`config.mk`:
```
export PLATFORM = sky130hd
export DESIGN_NAME = clock_mode_ctrl_flat
export DESIGN_NICKNAME = d
export VERILOG_FILES = /design/src/rtl/clock_mode_ctrl_pkg.sv /design/src/rtl/clock_mode_ctrl_if.sv /design/src/rtl/clock_mode_ctrl_btn_debounce.sv /design/src/rtl/clock_mode_ctrl.sv /design/src/flat_wrapper.sv
export SDC_FILE = /design/constraint.sdc
export NUM_CORES = 1
export LEC_CHECK = 0
export ABC_AREA = 1
export BUFFER_PORTS_ARGS = -buffer_cell sky130_fd_sc_hd__clkbuf_2
export CAP_MARGIN = 20
export CORE_AREA = 8 8 102 113
export CTS_CLUSTER_DIAMETER = 30
export DETAILED_ROUTE_END_ITERATION = 12
export DIE_AREA = 0 0 110 121
export PLACE_DENSITY = 0.81
export SLEW_MARGIN = 30
export SYNTH_ARGS = -nofsm -noshare
export SYNTH_HDL_FRONTEND = slang
export SYNTH_HIERARCHICAL = 1
export SYNTH_SLANG_ARGS = --single-unit
```
`constraint.sdc`:
```
create_clock -name clk -period 1.65 [get_ports clk]
set_clock_uncertainty 0.15 [all_clocks]
set_input_delay 0.165 -clock clk [delete_from_list [all_inputs] [get_ports clk]]
set_output_delay 0.165 -clock clk [all_outputs]
set_load 0.02 [all_outputs]
```
`src/rtl/clock_mode_ctrl_pkg.sv`:
```
// clock_pkg: shared types and constants for the HH:MM clock mode controller.
//   mode_e         : controller state encoding, also exported on the mode port
//   HOUR_W/MIN_W/SEC_W/LED_W : datapath widths
//   MAX_HOUR/MAX_MIN         : wrap points for the edit increment
//   ALARM_RST_HOUR           : alarm hour after reset (alarm minute resets to 0)
//   inc_hour/inc_min         : wrapping increment helpers
package clock_pkg;

    localparam int unsigned HOUR_W         = 5;
    localparam int unsigned MIN_W          = 6;
    localparam int unsigned SEC_W          = 6;
    localparam int unsigned LED_W          = 6;
    localparam int unsigned MAX_HOUR       = 23;
    localparam int unsigned MAX_MIN        = 59;
    localparam int unsigned ALARM_RST_HOUR = 7;

    typedef enum logic [2:0] {
        RUN    = 3'd0,
        T_HOUR = 3'd1,
        T_MIN  = 3'd2,
        A_HOUR = 3'd3,
        A_MIN  = 3'd4
    } mode_e;

    function automatic logic [HOUR_W-1:0] inc_hour(input logic [HOUR_W-1:0] h);
        return (h >= HOUR_W'(MAX_HOUR)) ? '0 : h + 1'b1;
    endfunction

    function automatic logic [MIN_W-1:0] inc_min(input logic [MIN_W-1:0] m);
        return (m >= MIN_W'(MAX_MIN)) ? '0 : m + 1'b1;
    endfunction

endpackage

```
`src/rtl/clock_mode_ctrl_if.sv`:
```
// clock_mode_ctrl_if: board/datapath-facing signal bundle of the mode controller.
//   master modport: the surrounding clock top (drives tick, raw buttons, current time;
//                   receives load strobe, edit values, alarm, display/blink controls, LEDs)
//   slave modport : clock_mode_ctrl itself
interface clock_mode_ctrl_if;
    import clock_pkg::*;

    logic              tick_1hz;
    logic              btn_mode;
    logic              btn_inc;
    logic [HOUR_W-1:0] cur_hour;
    logic [MIN_W-1:0]  cur_min;
    logic [SEC_W-1:0]  cur_sec;

    logic              set_load;
    logic [HOUR_W-1:0] set_hour;
    logic [MIN_W-1:0]  set_min;
    logic [HOUR_W-1:0] alarm_hour;
    logic [MIN_W-1:0]  alarm_min;
    logic              disp_alarm;
    logic              blink_hour;
    logic              blink_min;
    mode_e             mode;
    logic [LED_W-1:0]  alarm_leds;

    modport master (
        output tick_1hz, btn_mode, btn_inc, cur_hour, cur_min, cur_sec,
        input  set_load, set_hour, set_min, alarm_hour, alarm_min,
               disp_alarm, blink_hour, blink_min, mode, alarm_leds
    );

    modport slave (
        input  tick_1hz, btn_mode, btn_inc, cur_hour, cur_min, cur_sec,
        output set_load, set_hour, set_min, alarm_hour, alarm_min,
               disp_alarm, blink_hour, blink_min, mode, alarm_leds
    );

endinterface

```
`src/rtl/clock_mode_ctrl_btn_debounce.sv`:
```
// btn_debounce: 2-FF synchroniser, stable-count debounce and rising-edge press pulse.
//   clk, rst : system clock, synchronous active-high reset
//   btn_i    : raw asynchronous button level (active-high)
//   press_o  : one-cycle pulse when the debounced level rises; no repeat while held
// The debounced level only follows the synchronised input after it has differed
// from it for DEBOUNCE_CYC consecutive cycles.
module btn_debounce #(
    parameter int unsigned DEBOUNCE_CYC = 50_000
) (
    input  logic clk,
    input  logic rst,
    input  logic btn_i,
    output logic press_o
);

    localparam int unsigned CNT_W = (DEBOUNCE_CYC > 1) ? $clog2(DEBOUNCE_CYC) : 1;

    logic             meta_q, sync_q;
    logic             level_q, level_d;
    logic             press_q, press_d;
    logic [CNT_W-1:0] cnt_q, cnt_d;

    always_ff @(posedge clk) begin
        if (rst) begin
            meta_q  <= 1'b0;
            sync_q  <= 1'b0;
            level_q <= 1'b0;
            press_q <= 1'b0;
            cnt_q   <= '0;
        end else begin
            meta_q  <= btn_i;
            sync_q  <= meta_q;
            level_q <= level_d;
            press_q <= press_d;
            cnt_q   <= cnt_d;
        end
    end

    // Any cycle where the input agrees with the accepted level restarts the count.
    always_comb begin
        level_d = level_q;
        press_d = 1'b0;
        cnt_d   = '0;
        if (sync_q != level_q) begin
            if (cnt_q == CNT_W'(DEBOUNCE_CYC - 1)) begin
                level_d = sync_q;
                press_d = sync_q;
            end else begin
                cnt_d = cnt_q + 1'b1;
            end
        end
    end

    assign press_o = press_q;

endmodule

```
`src/rtl/clock_mode_ctrl.sv`:
```
// clock_mode_ctrl: mode/time-set/alarm controller for the HH:MM clock.
//   clk, rst : system clock, synchronous active-high reset
//   bus      : clock_mode_ctrl_if.slave
//              in : tick_1hz, btn_mode, btn_inc, cur_hour, cur_min, cur_sec
//              out: set_load, set_hour, set_min, alarm_hour, alarm_min,
//                   disp_alarm, blink_hour, blink_min, mode, alarm_leds
// Sequence RUN -> T_HOUR -> T_MIN (load time) -> A_HOUR -> A_MIN (store alarm) -> RUN.
// Edit states abort to RUN after TIMEOUT_S idle seconds. The alarm rings for RING_S
// seconds with a rotating LED, and any press stops it without changing mode.
// Optional feature macro CLOCK_SNOOZE_EN: inc while ringing snoozes for SNOOZE_MIN
// minutes, mode while ringing stops and cancels the snooze.
module clock_mode_ctrl
    import clock_pkg::*;
#(
    parameter int unsigned DEBOUNCE_CYC = 50_000,
    parameter int unsigned TIMEOUT_S    = 30,
    parameter int unsigned RING_S       = 60,
    parameter int unsigned SNOOZE_MIN   = 5
) (
    input  logic               clk,
    input  logic               rst,
    clock_mode_ctrl_if.slave   bus
);

    localparam int unsigned TO_W = (TIMEOUT_S > 1) ? $clog2(TIMEOUT_S) : 1;
    localparam int unsigned RC_W = (RING_S > 1) ? $clog2(RING_S) : 1;

    mode_e             state_q, state_d;
    logic              mode_p, inc_p, any_p;
    logic              edit_st, adv, timeout_hit, trigger, snooze_fire;
    logic [HOUR_W-1:0] edit_hour_q, edit_hour_d, alarm_hour_q, alarm_hour_d;
    logic [MIN_W-1:0]  edit_min_q, edit_min_d, alarm_min_q, alarm_min_d;
    logic [TO_W-1:0]   to_cnt_q, to_cnt_d;
    logic              blink_q, blink_d;
    logic              ringing_q, ringing_d;
    logic [RC_W-1:0]   ring_cnt_q, ring_cnt_d;
    logic [LED_W-1:0]  leds_q, leds_d;

    btn_debounce #(.DEBOUNCE_CYC(DEBOUNCE_CYC)) u_db_mode (
        .clk(clk), .rst(rst), .btn_i(bus.btn_mode), .press_o(mode_p)
    );

    btn_debounce #(.DEBOUNCE_CYC(DEBOUNCE_CYC)) u_db_inc (
        .clk(clk), .rst(rst), .btn_i(bus.btn_inc), .press_o(inc_p)
    );

    assign any_p   = mode_p | inc_p;
    assign edit_st = (state_q != RUN);
    // A press while ringing only stops the ring, so it never advances the FSM.
    assign adv     = mode_p & ~ringing_q;
    assign timeout_hit = edit_st & bus.tick_1hz & ~any_p &
                         (to_cnt_q == TO_W'(TIMEOUT_S - 1));
    // A mode press in the trigger cycle leaves RUN, so that trigger is dropped.
    assign trigger = (state_q == RUN) & ~ringing_q & ~mode_p & bus.tick_1hz &
                     (bus.cur_hour == alarm_hour_q) & (bus.cur_min == alarm_min_q) &
                     (bus.cur_sec == '0);

    // ---------------- FSM: state register ----------------
    always_ff @(posedge clk) begin
        if (rst) state_q <= RUN;
        else     state_q <= state_d;
    end

    // ---------------- FSM: next state ----------------
    always_comb begin
        state_d = state_q;
        if (adv) begin
            unique case (state_q)
                RUN:     state_d = T_HOUR;
                T_HOUR:  state_d = T_MIN;
                T_MIN:   state_d = A_HOUR;
                A_HOUR:  state_d = A_MIN;
                default: state_d = RUN;
            endcase
        end else if (timeout_hit) begin
            state_d = RUN;
        end
    end

    // ---------------- FSM: outputs ----------------
    always_comb begin
        bus.set_load   = adv & (state_q == T_MIN);
        bus.disp_alarm = edit_st;
        bus.blink_hour = blink_q & ((state_q == T_HOUR) | (state_q == A_HOUR));
        bus.blink_min  = blink_q & ((state_q == T_MIN)  | (state_q == A_MIN));
    end

    assign bus.mode       = state_q;
    assign bus.set_hour   = edit_hour_q;
    assign bus.set_min    = edit_min_q;
    assign bus.alarm_hour = alarm_hour_q;
    assign bus.alarm_min  = alarm_min_q;
    assign bus.alarm_leds = leds_q;

    // ---------------- edit / alarm registers, timeout, blink ----------------
    always_comb begin
        edit_hour_d  = edit_hour_q;
        edit_min_d   = edit_min_q;
        alarm_hour_d = alarm_hour_q;
        alarm_min_d  = alarm_min_q;
        to_cnt_d     = to_cnt_q;
        blink_d      = blink_q;

        if (adv && state_q == RUN) begin
            edit_hour_d = bus.cur_hour;
            edit_min_d  = bus.cur_min;
        end else if (adv && state_q == T_MIN) begin
            edit_hour_d = alarm_hour_q;
            edit_min_d  = alarm_min_q;
        end else if (adv && state_q == A_MIN) begin
            alarm_hour_d = edit_hour_q;
            alarm_min_d  = edit_min_q;
        end else if (inc_p && !mode_p) begin
            unique case (state_q)
                T_HOUR, A_HOUR: edit_hour_d = inc_hour(edit_hour_q);
                T_MIN, A_MIN:   edit_min_d  = inc_min(edit_min_q);
                default: ;
            endcase
        end

        if (!edit_st || any_p || state_d != state_q) to_cnt_d = '0;
        else if (bus.tick_1hz)                       to_cnt_d = to_cnt_q + 1'b1;

        if (!edit_st)          blink_d = 1'b0;
        else if (bus.tick_1hz) blink_d = ~blink_q;
    end

    always_ff @(posedge clk) begin
        if (rst) begin
            edit_hour_q  <= '0;
            edit_min_q   <= '0;
            alarm_hour_q <= HOUR_W'(ALARM_RST_HOUR);
            alarm_min_q  <= '0;
            to_cnt_q     <= '0;
            blink_q      <= 1'b0;
        end else begin
            edit_hour_q  <= edit_hour_d;
            edit_min_q   <= edit_min_d;
            alarm_hour_q <= alarm_hour_d;
            alarm_min_q  <= alarm_min_d;
            to_cnt_q     <= to_cnt_d;
            blink_q      <= blink_d;
        end
    end

    // ---------------- alarm ringing ----------------
    always_comb begin
        ringing_d  = ringing_q;
        ring_cnt_d = ring_cnt_q;
        leds_d     = leds_q;
        if (ringing_q) begin
            if (any_p) begin
                ringing_d = 1'b0;
                leds_d    = '0;
            end else if (bus.tick_1hz) begin
                if (ring_cnt_q == RC_W'(RING_S - 1)) begin
                    ringing_d = 1'b0;
                    leds_d    = '0;
                end else begin
                    ring_cnt_d = ring_cnt_q + 1'b1;
                    leds_d     = {leds_q[LED_W-2:0], leds_q[LED_W-1]};
                end
            end
        end else if (trigger || snooze_fire) begin
            ringing_d  = 1'b1;
            ring_cnt_d = '0;
            leds_d     = LED_W'(1);
        end
    end

    always_ff @(posedge clk) begin
        if (rst) begin
            ringing_q  <= 1'b0;
            ring_cnt_q <= '0;
            leds_q     <= '0;
        end else begin
            ringing_q  <= ringing_d;
            ring_cnt_q <= ring_cnt_d;
            leds_q     <= leds_d;
        end
    end

`ifdef CLOCK_SNOOZE_EN
    localparam int unsigned SNZ_TICKS = SNOOZE_MIN * 60;
    localparam int unsigned SNZ_W     = $clog2(SNZ_TICKS + 1);

    logic [SNZ_W-1:0] snz_cnt_q, snz_cnt_d;
    logic             snz_act_q, snz_act_d;

    // Restart only happens in RUN; an expiry seen in an edit state is discarded.
    assign snooze_fire = snz_act_q & bus.tick_1hz & (snz_cnt_q == SNZ_W'(1)) &
                         (state_q == RUN) & ~mode_p;

    always_comb begin
        snz_cnt_d = snz_cnt_q;
        snz_act_d = snz_act_q;
        if (ringing_q && any_p) begin
            // mode wins over a simultaneous inc, so that case cancels
            snz_act_d = inc_p & ~mode_p;
            snz_cnt_d = SNZ_W'(SNZ_TICKS);
        end else if (trigger) begin
            snz_act_d = 1'b0;
        end else if (snz_act_q && bus.tick_1hz) begin
            if (snz_cnt_q == SNZ_W'(1)) snz_act_d = 1'b0;
            else                        snz_cnt_d = snz_cnt_q - 1'b1;
        end
    end

    always_ff @(posedge clk) begin
        if (rst) begin
            snz_cnt_q <= '0;
            snz_act_q <= 1'b0;
        end else begin
            snz_cnt_q <= snz_cnt_d;
            snz_act_q <= snz_act_d;
        end
    end
`else
    assign snooze_fire = 1'b0;
`endif

endmodule
```
`src/flat_wrapper.sv`:
```
// flat-port wrapper written by rule: the top's interface ports become plain ports
module clock_mode_ctrl_flat import clock_pkg::*;
#(
    parameter int unsigned DEBOUNCE_CYC = 50_000,
    parameter int unsigned TIMEOUT_S    = 30,
    parameter int unsigned RING_S       = 60,
    parameter int unsigned SNOOZE_MIN   = 5
)
  (clk, rst, bus_tick_1hz, bus_btn_mode, bus_btn_inc, bus_cur_hour, bus_cur_min, bus_cur_sec, bus_set_load, bus_set_hour, bus_set_min, bus_alarm_hour, bus_alarm_min, bus_disp_alarm, bus_blink_hour, bus_blink_min, bus_mode, bus_alarm_leds);
  clock_mode_ctrl_if bus_i ();
  input  logic clk;
  input  logic rst;
  input wire logic [$bits(bus_i.tick_1hz)-1:0] bus_tick_1hz;
  input wire logic [$bits(bus_i.btn_mode)-1:0] bus_btn_mode;
  input wire logic [$bits(bus_i.btn_inc)-1:0] bus_btn_inc;
  input wire logic [$bits(bus_i.cur_hour)-1:0] bus_cur_hour;
  input wire logic [$bits(bus_i.cur_min)-1:0] bus_cur_min;
  input wire logic [$bits(bus_i.cur_sec)-1:0] bus_cur_sec;
  output wire logic [$bits(bus_i.set_load)-1:0] bus_set_load;
  output wire logic [$bits(bus_i.set_hour)-1:0] bus_set_hour;
  output wire logic [$bits(bus_i.set_min)-1:0] bus_set_min;
  output wire logic [$bits(bus_i.alarm_hour)-1:0] bus_alarm_hour;
  output wire logic [$bits(bus_i.alarm_min)-1:0] bus_alarm_min;
  output wire logic [$bits(bus_i.disp_alarm)-1:0] bus_disp_alarm;
  output wire logic [$bits(bus_i.blink_hour)-1:0] bus_blink_hour;
  output wire logic [$bits(bus_i.blink_min)-1:0] bus_blink_min;
  output wire logic [$bits(bus_i.mode)-1:0] bus_mode;
  output wire logic [$bits(bus_i.alarm_leds)-1:0] bus_alarm_leds;
  assign bus_i.tick_1hz = bus_tick_1hz;
  assign bus_i.btn_mode = bus_btn_mode;
  assign bus_i.btn_inc = bus_btn_inc;
  assign bus_i.cur_hour = bus_cur_hour;
  assign bus_i.cur_min = bus_cur_min;
  assign bus_i.cur_sec = bus_cur_sec;
  assign bus_set_load = bus_i.set_load;
  assign bus_set_hour = bus_i.set_hour;
  assign bus_set_min = bus_i.set_min;
  assign bus_alarm_hour = bus_i.alarm_hour;
  assign bus_alarm_min = bus_i.alarm_min;
  assign bus_disp_alarm = bus_i.disp_alarm;
  assign bus_blink_hour = bus_i.blink_hour;
  assign bus_blink_min = bus_i.blink_min;
  assign bus_mode = bus_i.mode;
  assign bus_alarm_leds = bus_i.alarm_leds;
  clock_mode_ctrl #(.DEBOUNCE_CYC(DEBOUNCE_CYC), .TIMEOUT_S(TIMEOUT_S), .RING_S(RING_S), .SNOOZE_MIN(SNOOZE_MIN)) u_core (.clk(clk), .rst(rst), .bus(bus_i));
endmodule
```
Yosys cells after proc, flatten, opt, wreduce, memory -nomap -nowiden
Index checks and enable logic that the tools add are counted.
{"block": "totals", "ff_bits": 84, "output_inout_bits": 35, "word_cells": 133}
{"block": "classes", "addsub": 6, "n_lt_le_gt_ge": 2, "eq_ne": 18, "muxes": 30, "bitwise_logic": 27, "n_reduce_logical": 30}
{"op": "$mux W6", "count": 16}
{"op": "$add A16 B1 Y16 const B", "count": 2}
{"op": "$eq A16 B16 Y1 const B", "count": 2}
{"op": "$mux W5", "count": 6}
{"op": "$and A1 B1 Y1", "count": 13}
{"op": "$add A6 B1 Y6 const B", "count": 2}
{"op": "$pmux W3 S4", "count": 1}
{"op": "$reduce_bool A3 Y1", "count": 4}
{"op": "$reduce_or A3 Y1", "count": 4}
{"op": "$not A1 Y1", "count": 11}
{"op": "$add A5 B1 Y5 const B", "count": 2}
{"op": "$reduce_and A3 Y1", "count": 3}
{"op": "$reduce_or A2 Y1", "count": 4}
{"op": "$eq A3 B2 Y1 const B", "count": 2}
{"op": "$eq A6 B6 Y1", "count": 1}
{"op": "$eq A6 B6 Y1 const B", "count": 1}
{"op": "$ge A6 B6 Y1 const B", "count": 1}
{"op": "$logic_not A6 Y1", "count": 1}
{"op": "$mux W3", "count": 2}
{"op": "$ne A2 B2 Y1 const B", "count": 3}
{"op": "$reduce_and A2 Y1", "count": 3}
{"op": "$eq A5 B5 Y1", "count": 1}
{"op": "$eq A5 B5 Y1 const B", "count": 1}
{"op": "$ge A5 B5 Y1 const B", "count": 1}
{"op": "other kinds (14)", "count": 26}

Longest topological paths before layout
Gate-level depths: netlist (run 1).
{"block": "logic_depth", "ltp_word": 9, "ltp_mapped": 13}

Cells and area by module
The synthesis (run 1) kept the hierarchy.
{"mod": "clock_mode_ctrl", "instances": 1, "cells_each": 395, "area_per_inst_um2": 2643.8, "seq_area_each_um2": 880.8}
{"mod": "btn_debounce", "instances": 2, "cells_each": 152, "area_per_inst_um2": 1021.0, "seq_area_each_um2": 400.4}

Least setup slack after synthesis (run 1)
Ideal clock, no wire load.
{"block": "synth_timing", "path_type": "reg-to-reg", "from": "register u_core.state_q[2] (netlist: u_core/bus.mode[2])", "to": "register u_core.to_cnt_q[0]", "setup_time_ps": 118, "t_arrival_ps": 1458, "required_time_ps": 1382, "setup_slack_ps": -76, "stages_incl_launch_ff": 12, "period_less_slack_ps": 1726, "path_cell_list": "dfxtp_1 inv_2 nand2_4 inv_1 nor2_1 nand2_1 nand2_1 nand2_1 o21ai_1 nand2_1 nand3_1 nor2_1"}
{"block": "synth_between", "elab_chain_len": 9, "elab_cells_between_ends": 16, "cone_classes": "4 x eq/ne; 3 x mux; 3 x bitwise; 6 x reduce/logical"}
{"element": "from (decl)", "line": "clock_mode_ctrl.sv:28", "text": "mode_e state_q, state_d;"}
{"element": "from (signal assigned)", "line": "clock_mode_ctrl.sv:61", "text": "else state_q <= state_d;"}
{"element": "$reduce_bool A3 Y1 *", "line": "clock_mode_ctrl.sv:48", "text": "assign edit_st = (state_q != RUN);"}
{"element": "via bus_disp_alarm", "line": "flat_wrapper.sv:24", "text": "output wire logic [$bits(bus_i.disp_alarm)-1:0] bus_disp_alarm;"}
{"element": "$and A1 B1 Y1 (3 in a row)", "line": "clock_mode_ctrl.sv:51", "text": "assign timeout_hit = edit_st & bus.tick_1hz & ~any_p &"}
{"element": "$mux W3", "line": "clock_mode_ctrl.sv:75", "text": "end else if (timeout_hit) begin"}
{"element": "$mux W3", "line": "clock_mode_ctrl.sv:67", "text": "if (adv) begin"}
{"element": "$ne A3 B3 Y1", "line": "clock_mode_ctrl.sv:121", "text": "if (!edit_st || any_p || state_d != state_q) to_cnt_d = '0;"}
{"element": "$logic_or A1 B1 Y1 *", "line": "clock_mode_ctrl.sv:121"}
{"element": "$reduce_or A2 Y1 (no line) *"}
{"element": "to (signal assigned)", "line": "clock_mode_ctrl.sv:141", "text": "to_cnt_q <= to_cnt_d;"}
{"element": "to (decl)", "line": "clock_mode_ctrl.sv:33", "text": "logic [TO_W-1:0] to_cnt_q, to_cnt_d;"}
Mark *: on every way through the listed nets, which the timed path passes. The rest lies on a longest branch.
A chain may end at the register's enable or synchronous reset.

Worst setup path in the final report (run 1)
{"block": "layout_timing", "from": "input bus_tick_1hz", "to": "register u_core.leds_q[1] (netlist: u_core/bus.alarm_leds[1])"}
{"block": "layout_between", "elab_chain_len": 6, "elab_cells_between_ends": 7, "cone_classes": "1 x eq/ne; 4 x bitwise; 2 x reduce/logical"}
{"element": "from (decl)", "line": "flat_wrapper.sv:13", "text": "input wire logic [$bits(bus_i.tick_1hz)-1:0] bus_tick_1hz;"}
{"element": "$and A1 B1 Y1 (2 in a row)", "line": "clock_mode_ctrl.sv:54", "text": "assign trigger = (state_q == RUN) & ~ringing_q & ~mode_p & bus.tick_1hz &"}
{"element": "$and A1 B1 Y1 (2 in a row)", "line": "clock_mode_ctrl.sv:55", "text": "(bus.cur_hour == alarm_hour_q) & (bus.cur_min == alarm_min_q) &"}
{"element": "$reduce_bool A2 Y1 (no line)"}
{"element": "$reduce_and A2 Y1 (no line) *"}
{"element": "to (signal assigned)", "line": "clock_mode_ctrl.sv:179", "text": "leds_q <= leds_d;"}
{"element": "to (decl)", "line": "clock_mode_ctrl.sv:37", "text": "logic [LED_W-1:0] leds_q, leds_d;"}
Mark *: on every way between the ends. The rest lies on a longest branch, timed or not.

==> metrics.md, run 1 <==
| Metric | Value |
|---|---|
| Status | `finished, violations left` |
| Failing checks | `setup timing` |
| Pwr Total | `0.00371 W` |
| Switch Pwr | `0.000837 W` |
| Layout cells sized above 1 | `between 20 and 30%` |
| Max Slew Vio Count | `0` |
| FF-to-FF path depth | `10` |
| Critical R2R Launch | `u_core/u_db_mode/press_o$_SDFF_PP0_` |
| Required time worst endpoint | `1800 ps` |
| Clock group share of total power | `just over 40%` |
| Die H | `around 120 um` |
| CTS H-tree depth | `3` |
| Die width | `between 100 and 150 um` |
| Min-delay src | `bus_cur_hour[0]` |
| CP Class | `input pin to register` |
| Unrepaired setup endpoints after global routing | `true` |
| Vias | `4782` |
| Final WS setup | `-44.5 ps` |
| Most frequent cells in the layout | `150 x nand2_1, 110 x nor2_1, 73 x inv_1` |
| Clock Latency Late Sink | `approximately 360 ps` |
| Routed WL per cell | `roughly 13 um` |
| Overflow after GRT | `0` |
| Port bufs | `56` |
| Switching Share | `between 20% and 30%` |
| Gate power share | `4.0%` |
| End of the worst register-to-register path | `u_core/bus.alarm_leds[1]$_SDFFE_PP0P_` |
| Max_slew headroom | `approximately four fifths` |
| Post-DP HPWL | `between 8000 and 9000 um` |
| Worst hold margin | `between 30 and 40 ps` |
| Endpoints failing setup | `10` |
| Syn nets | `728` |
| Pwr Density | `around 630 nW/um2` |
| Critical path launch point type | `input pin` |
| R2R setup slack | `-30 ps` |
| Seq/Total Area, Yosys | `35.9%` |
| HP Class | `input pin to register` |
| Fin crit share | `103%` |
| Setup tns final | `-168 ps` |
| Yosys Warn Count | `6` |
| Peak supply drop | `approximately 0.33 mV` |
| Sink Count | `84` |
| Number of global-route vias before repair | `approximately 4200` |
| CTS tree | `yes` |
| CTS Buf Count | `9` |
| Internal | `0.00287 W` |
| DRC viols | `0` |
| Most common cell after layout, fill and taps aside | `nand2_1` |
| Setup crit end kind | `register` |
| Root Buffer | `clkbuf_8` |
| Tmin final | `1690 ps` |
| Worst-margin pin slew | `320 ps` |
| # IOs | `57` |
| Routed WL | `about 12000 um` |
| GPL Wtd Cong | `0.847` |
| Syn Area/Cell | `between 6 and 7 um2` |
| Hold path cells | `3` |
| Largest net degree at the start of global routing | `17` |
| Yosys cell types | `38` |
| Vias/cell | `between 5 and 6` |
| Initial DRC count | `approximately 320` |
| Mapped cell area | `between 4000 and 5000 um2` |
| GRT Resource Usage Total | `17.0%` |
| #FFs+latches synth | `84` |
| Max Freq | `590 MHz` |
| Layout Area Growth over Synthesis | `25.9%` |
| CP Max Fanout | `7` |
| Worst-path clk slew | `~90 ps` |
| Core area | `between 9000 and 10000 um2` |
| Synth Instances | `699` |
| Max-cap violations | `0` |
| First-pass GRT wire length | `between 15000 and 20000 um` |
| Final hold viol count | `0` |
| Post-synthesis async set-or-reset flop share | `0%` |
| Antenna Cells | `0` |
| FP Rows | `38` |
| Top_reg_cell synth | `dfxtp_1` |
| 1st-pass router iterations | `5` |
| Arr. time, crit path | `about 1800 ps` |
| Die area | `roughly 13000 um2` |
| Min-Delay Endpoint | `u_core/bus.set_hour[0]$_SDFFE_PP0P_` |
| CTS max path bufs | `2` |
| Register share of total power | `~55%` |
| Final net count | `roughly 830` |
| Leakage | `between 2 and 2.5 nW` |
| Starting Density | `between 40% and 50%` |
| Routed Antenna Nets | `0` |
| Post-synth EDFFs | `0` |
| Initial antenna violation count | `0` |
stage by stage:
step / cells / instance area, um2 / worst slack [ps] / utilization (%)
after detailed placement: 889 / 5240 / -25.8 / 54.2
after global routing: 924 / 5900 / -75.8 / 61.1
after global placement: 889 / 5240 / 8.60 / 54.2
after CTS: 916 / 5590 / -25.7 / 57.9
final: 924 / 5900 / -44.5 / 61.1
after floorplan: 699 / 4690 / 25.6 / -
cells by family after synthesis:
group           Yosys count  share of synthesized area [%]
simple gates            383                           36.6
buf+inv                 103                           9.19
compound gates           98                           12.0
flops                    84                           35.9
xor+xnor                 24                           4.49
fa+ha+maj                 7                           1.87
cell usage after synthesis, types with 5 or more instances:
cell	n	area, um2
nand2_1	163	612
nor2_1	119	447
dfxtp_1	84	1680
inv_1	79	297
a21oi_1	46	230
nand3_1	44	220
o21ai_0	26	130
xor2_1	19	166
nand4_1	17	106
nor2_2	13	81.3
inv_2	8	30.0
o211ai_1	8	60.1
ha_1	7	87.6
nor2_4	7	78.8
o21ai_1	7	35.0
nand2_4	5	56.3
nand3_2	5	50.1
xnor2_1	5	43.8
worst max path at each step:
stage / startpoint / to / slack [ps] / cells past startpoint
detailed placement: u_core/bus.alarm_hour[1]$_SDFFE_PP1P_ / u_core/ring_cnt_q[4]$_SDFFE_PP0P_ / -30 / 11
global route: bus_tick_1hz / u_core/bus.alarm_leds[1]$_SDFFE_PP0P_ / -80 / 11
global placement: u_core/u_db_mode/press_o$_SDFF_PP0_ / u_core/bus.set_min[5]$_SDFFE_PP0P_ / 9 / 9
CTS: u_core/ringing_q$_SDFF_PP0_ / bus_set_load / -30 / 5
finish: bus_tick_1hz / u_core/bus.alarm_leds[1]$_SDFFE_PP0P_ / -40 / 11
floorplan: u_core/bus.alarm_hour[2]$_SDFFE_PP1P_ / u_core/ring_cnt_q[5]$_SDFFE_PP0P_ / 30 / 12
cell type report:
type	instances	area [um2]
Inverter	90	353
Tap cell	120	150
Fill cell	818	3750
Clock inverter	3	45.0
Multi-Input combinational cell	513	2790
Sequential cell	84	1700
Timing Repair Buffer	101	699
Clock buffer	13	159
power groups by stage:
stage                     combinational [W]  sequential, W  clock (W)
after floorplan                   0.0000694        0.00208          0
after global placement             0.000127        0.00208          0
after detailed placement           0.000128        0.00208          0
after CTS                          0.000143        0.00203    0.00158
after global routing               0.000163        0.00203    0.00167
final                              0.000147        0.00203    0.00153
state kept, by name, indices dropped and copies added, names as in the netlist:
name,cells
u_core/u_db_inc/cnt_q,16
u_core/ringing_q,1
u_core/to_cnt_q,5
u_core/bus.set_hour,5
u_core/bus.mode,3
u_core/u_db_mode/sync_q,1
u_core/bus.set_min,6
u_core/bus.alarm_min,6
u_core/u_db_inc/press_o,1
u_core/u_db_mode/cnt_q,16
u_core/u_db_inc/meta_q,1
u_core/ring_cnt_q,6
u_core/blink_q,1
u_core/bus.alarm_leds,6
u_core/u_db_inc/sync_q,1
u_core/u_db_mode/level_q,1
u_core/u_db_inc/level_q,1
u_core/u_db_mode/press_o,1
u_core/bus.alarm_hour,5
u_core/u_db_mode/meta_q,1
per-layer routing:
metal	vias up	share of wire, %	global-route usage [%]	wire (um)
li1	2433	-	-	-
met1	2180	41	19.4	4820
met2	149	49	29.1	5770
met3	20	7.6	3.67	883
met4	0	1.8	8.20	212
met5	-	0	0	0
worst max-delay path: stages:
cell	delay, ps
dlygate4sd3_1	600
inv_2	90
nor2_4	80
nand2_1	60
nor2_1	110
nand2_1	80
nor2_2	150
nand2_4	140
nand3_4	150
nand2_2	70
a21oi_2	140
what timing repair did:
item,in CTS,in global routing
cloned,0,2
setup buffers,3,11
pin swaps,4,22
endpoints found under the setup margin,12,30
hold buffers,8,0
resized for setup,17,75
hold endpoints to repair,8,0
Note: power is estimated with default switching activity, not from simulation.
==> inputs of run 2 (changes only) <==
--- a/config.mk
+++ b/config.mk
@@ -12,7 +12,8 @@
 export CTS_CLUSTER_DIAMETER = 30
 export DETAILED_ROUTE_END_ITERATION = 12
 export DIE_AREA = 0 0 110 121
-export PLACE_DENSITY = 0.81
+export MAX_ROUTING_LAYER = met4
+export PLACE_DENSITY = 0.72
 export SLEW_MARGIN = 30
 export SYNTH_ARGS = -nofsm -noshare
 export SYNTH_HDL_FRONTEND = slang
==> run 2 against run 1 <==
Net effect: the run still ends with setup timing left; register-to-register slack better by 20 ps; utilization down 1.3 points; critical path depth decreased by 2; final cell count is 0.43% lower; sequential power about the same; clock-buffer cell count fell by 3; clock power rose by 14%; via count fell by 1.9%; largest cell class unchanged.
==> metrics.md, run 2 (synthesis gave the netlist of run 1 again) <==
| Metric | Value |
|---|---|
| Die H | `121 um (unchanged)` |
| Unrepaired setup endpoints after global routing | `true` |
| Die area | `13300 um2 (unchanged)` |
| Most common cell after layout, fill and taps aside | `nand2_1` |
| Overflow after GRT | `0 (unchanged)` |
| Tmin final | `1660 ps (-29.6 ps)` |
| Sink Count | `84 (unchanged)` |
| Number of global-route vias before repair | `4291 (+1.2%)` |
| Max Freq | `601 MHz (+1.8%)` |
| Pwr Total | `0.00393 W (+5.9%)` |
| Routed Antenna Nets | `0 (unchanged)` |
| Largest net degree at the start of global routing | `25 (+8)` |
| Status | `finished, violations left` |
| Endpoints failing setup | `1 (-9)` |
| Vias/cell | `5.10 (-1.5%)` |
| Final hold viol count | `0 (unchanged)` |
| CTS Buf Count | `9 (unchanged)` |
| FP Rows | `38 (unchanged)` |
| Most frequent cells in the layout | `158 x nand2_1, 113 x nor2_1, 77 x inv_1` |
| Arr. time, crit path | `1750 ps (-90 ps)` |
| Area of the multi-input gates | `2690 um2 (-3.5%)` |
| 1st-pass router iterations | `7 (+2)` |
| Critical path launch point type | `register` |
| Wire length on met1 | `5030 um (+4.5%)` |
| Met2 wire len | `5810 um (+0.68%)` |
| Port bufs | `56 (unchanged)` |
| Peak supply drop | `0.375 mV (+14%)` |
| Routed wl met3 | `783 um (-11%)` |
| CTS H-tree depth | `3 (unchanged)` |
| Final WS setup | `-14.9 ps (+29.6 ps)` |
| Starting Density | `48.5% (unchanged)` |
| Die width | `110 um (unchanged)` |
| CP Max Fanout | `7 (unchanged)` |
| Max layer used | `met4` |
| Required time worst endpoint | `1730 ps (-70 ps)` |
| Fillers | `891 (+8.9%)` |
| Layout cells sized above 1 | `23.6% (-3.4 points)` |
| Setup crit end kind | `register` |
| Initial antenna violation count | `0 (unchanged)` |
| GPL Wtd Cong | `0.897 (+5.9%)` |
| Max_slew headroom | `66.6% (-12 points)` |
| CP Class | `register to register` |
| Post-DP HPWL | `8640 um (+7.9%)` |
| DRC viols | `0 (unchanged)` |
| Register area | `1700 um2 (-0.22%)` |
| Fin crit share | `101% (-1.8 points)` |
| First-pass GRT wire length | `18900 um (+2.4%)` |
| Routed WL per cell | `12.8 um (+1.1%)` |
| Routed WL | `11800 um (+0.63%)` |
| Clock Latency Late Sink | `360 ps (about the same)` |
| Max-cap violations | `0 (unchanged)` |
| Initial DRC count | `213 (-33%)` |
| Max Slew Vio Count | `0 (unchanged)` |
| Layout Area Growth over Synthesis | `23.2%` |
| Core area | `9650 um2 (unchanged)` |
| HP Class | `input pin to register` |
| GRT Resource Usage Total | `17.9% (+0.84 points)` |
| Worst-path clk slew | `100 ps (about the same)` |
| Worst-margin pin slew | `500 ps (+180 ps)` |
| Setup tns final | `-14.9 ps (+153 ps)` |
| Final net count | `824 (-0.48%)` |
| Vias | `4692 (-1.9%)` |
| CTS max path bufs | `2 (unchanged)` |
| CTS tree | `yes` |
| Pwr Density | `680 nW/um2 (+8.2%)` |
| Largest regs | `u_core/u_db_inc/cnt_q (16), u_core/u_db_mode/cnt_q (16)` |
| Root Buffer | `clkbuf_8` |
| Antenna Cells | `0 (unchanged)` |
| Pre-CTS WS | `-3.59 ps (+22.2 ps)` |
| Leakage | `2.26 nW (-2.2%)` |
| # IOs | `57 (unchanged)` |
| Failing checks | `setup timing` |
[run 2: area by class of cell]
cell class	count	area share, %
multi-input combinational	513	46.6
sequential	84	29.4
timing repair buffer	97	11.2
inverter	90	6.00
tap	120	2.60
clock buffer	10	2.21
clock inverter	6	1.95
[run 2: critical path, cell delays in order, from the launching register on]
cell and delay [ps]:
dfxtp_4 370, nor2_4 160, nand2_4 90, nor2_2 100
nand2_1 60, nor2_2 130, nand2_4 140, buf_4 160
nand4_1 100, a21oi_2 90
[run 2: path summary, 6_finish.rpt]
check	from	endpoint	slack, ps	cells past startpoint
max	u_core/bus.mode[1]$_SDFF_PP0_	u_core/bus.alarm_leds[1]$_SDFFE_PP0P_	-10	9
min	bus_cur_min[0]	u_core/bus.set_min[0]$_SDFFE_PP0P_	30	5
max reg2reg	u_core/bus.mode[1]$_SDFF_PP0_	u_core/bus.alarm_leds[1]$_SDFFE_PP0P_	-10	9
min reg2reg	u_core/u_db_inc/meta_q$_SDFF_PP0_	u_core/u_db_inc/sync_q$_SDFF_PP0_	260	2
[run 2: repair_timing]
action	CTS	global route
setup endpoints to repair	7	36
hold buffers	8	0
hold endpoints to repair	8	0
buffers inserted	2	8
cloned	0	1
gates resized for setup	14	36
pin swaps	2	11
[run 2: stage by stage]
stage	instances	hold slack [ps]	area [um2]	util [%]
finish	920	29.6	5770	59.8
global route	920	29.4	5770	59.8
CTS	913	0.191	5600	58.0
detailed placement	887	214	5220	54.1
global placement	887	214	5220	54.1
floorplan	699	86.2	4690	-
[run 2: per-layer routing]
| metal | up-vias | track usage, % |
|---|---|---|
| li1 | 2422 | - |
| met1 | 2131 | 20.6 |
| met2 | 125 | 29.9 |
| met3 | 14 | 3.93 |
| met4 | 0 | 5.49 |
| met5 | - | - |
[run 2: where the power goes]
| part | switching, W | total [W] | internal, W |
|---|---|---|---|
| logic | 0.0000830 | 0.000141 | 0.0000584 |
| registers | 0.00000331 | 0.00203 | 0.00203 |
| clock network | 0.000748 | 0.00175 | 0.00101 |
| total | 0.000834 | 0.00393 | 0.00309 |
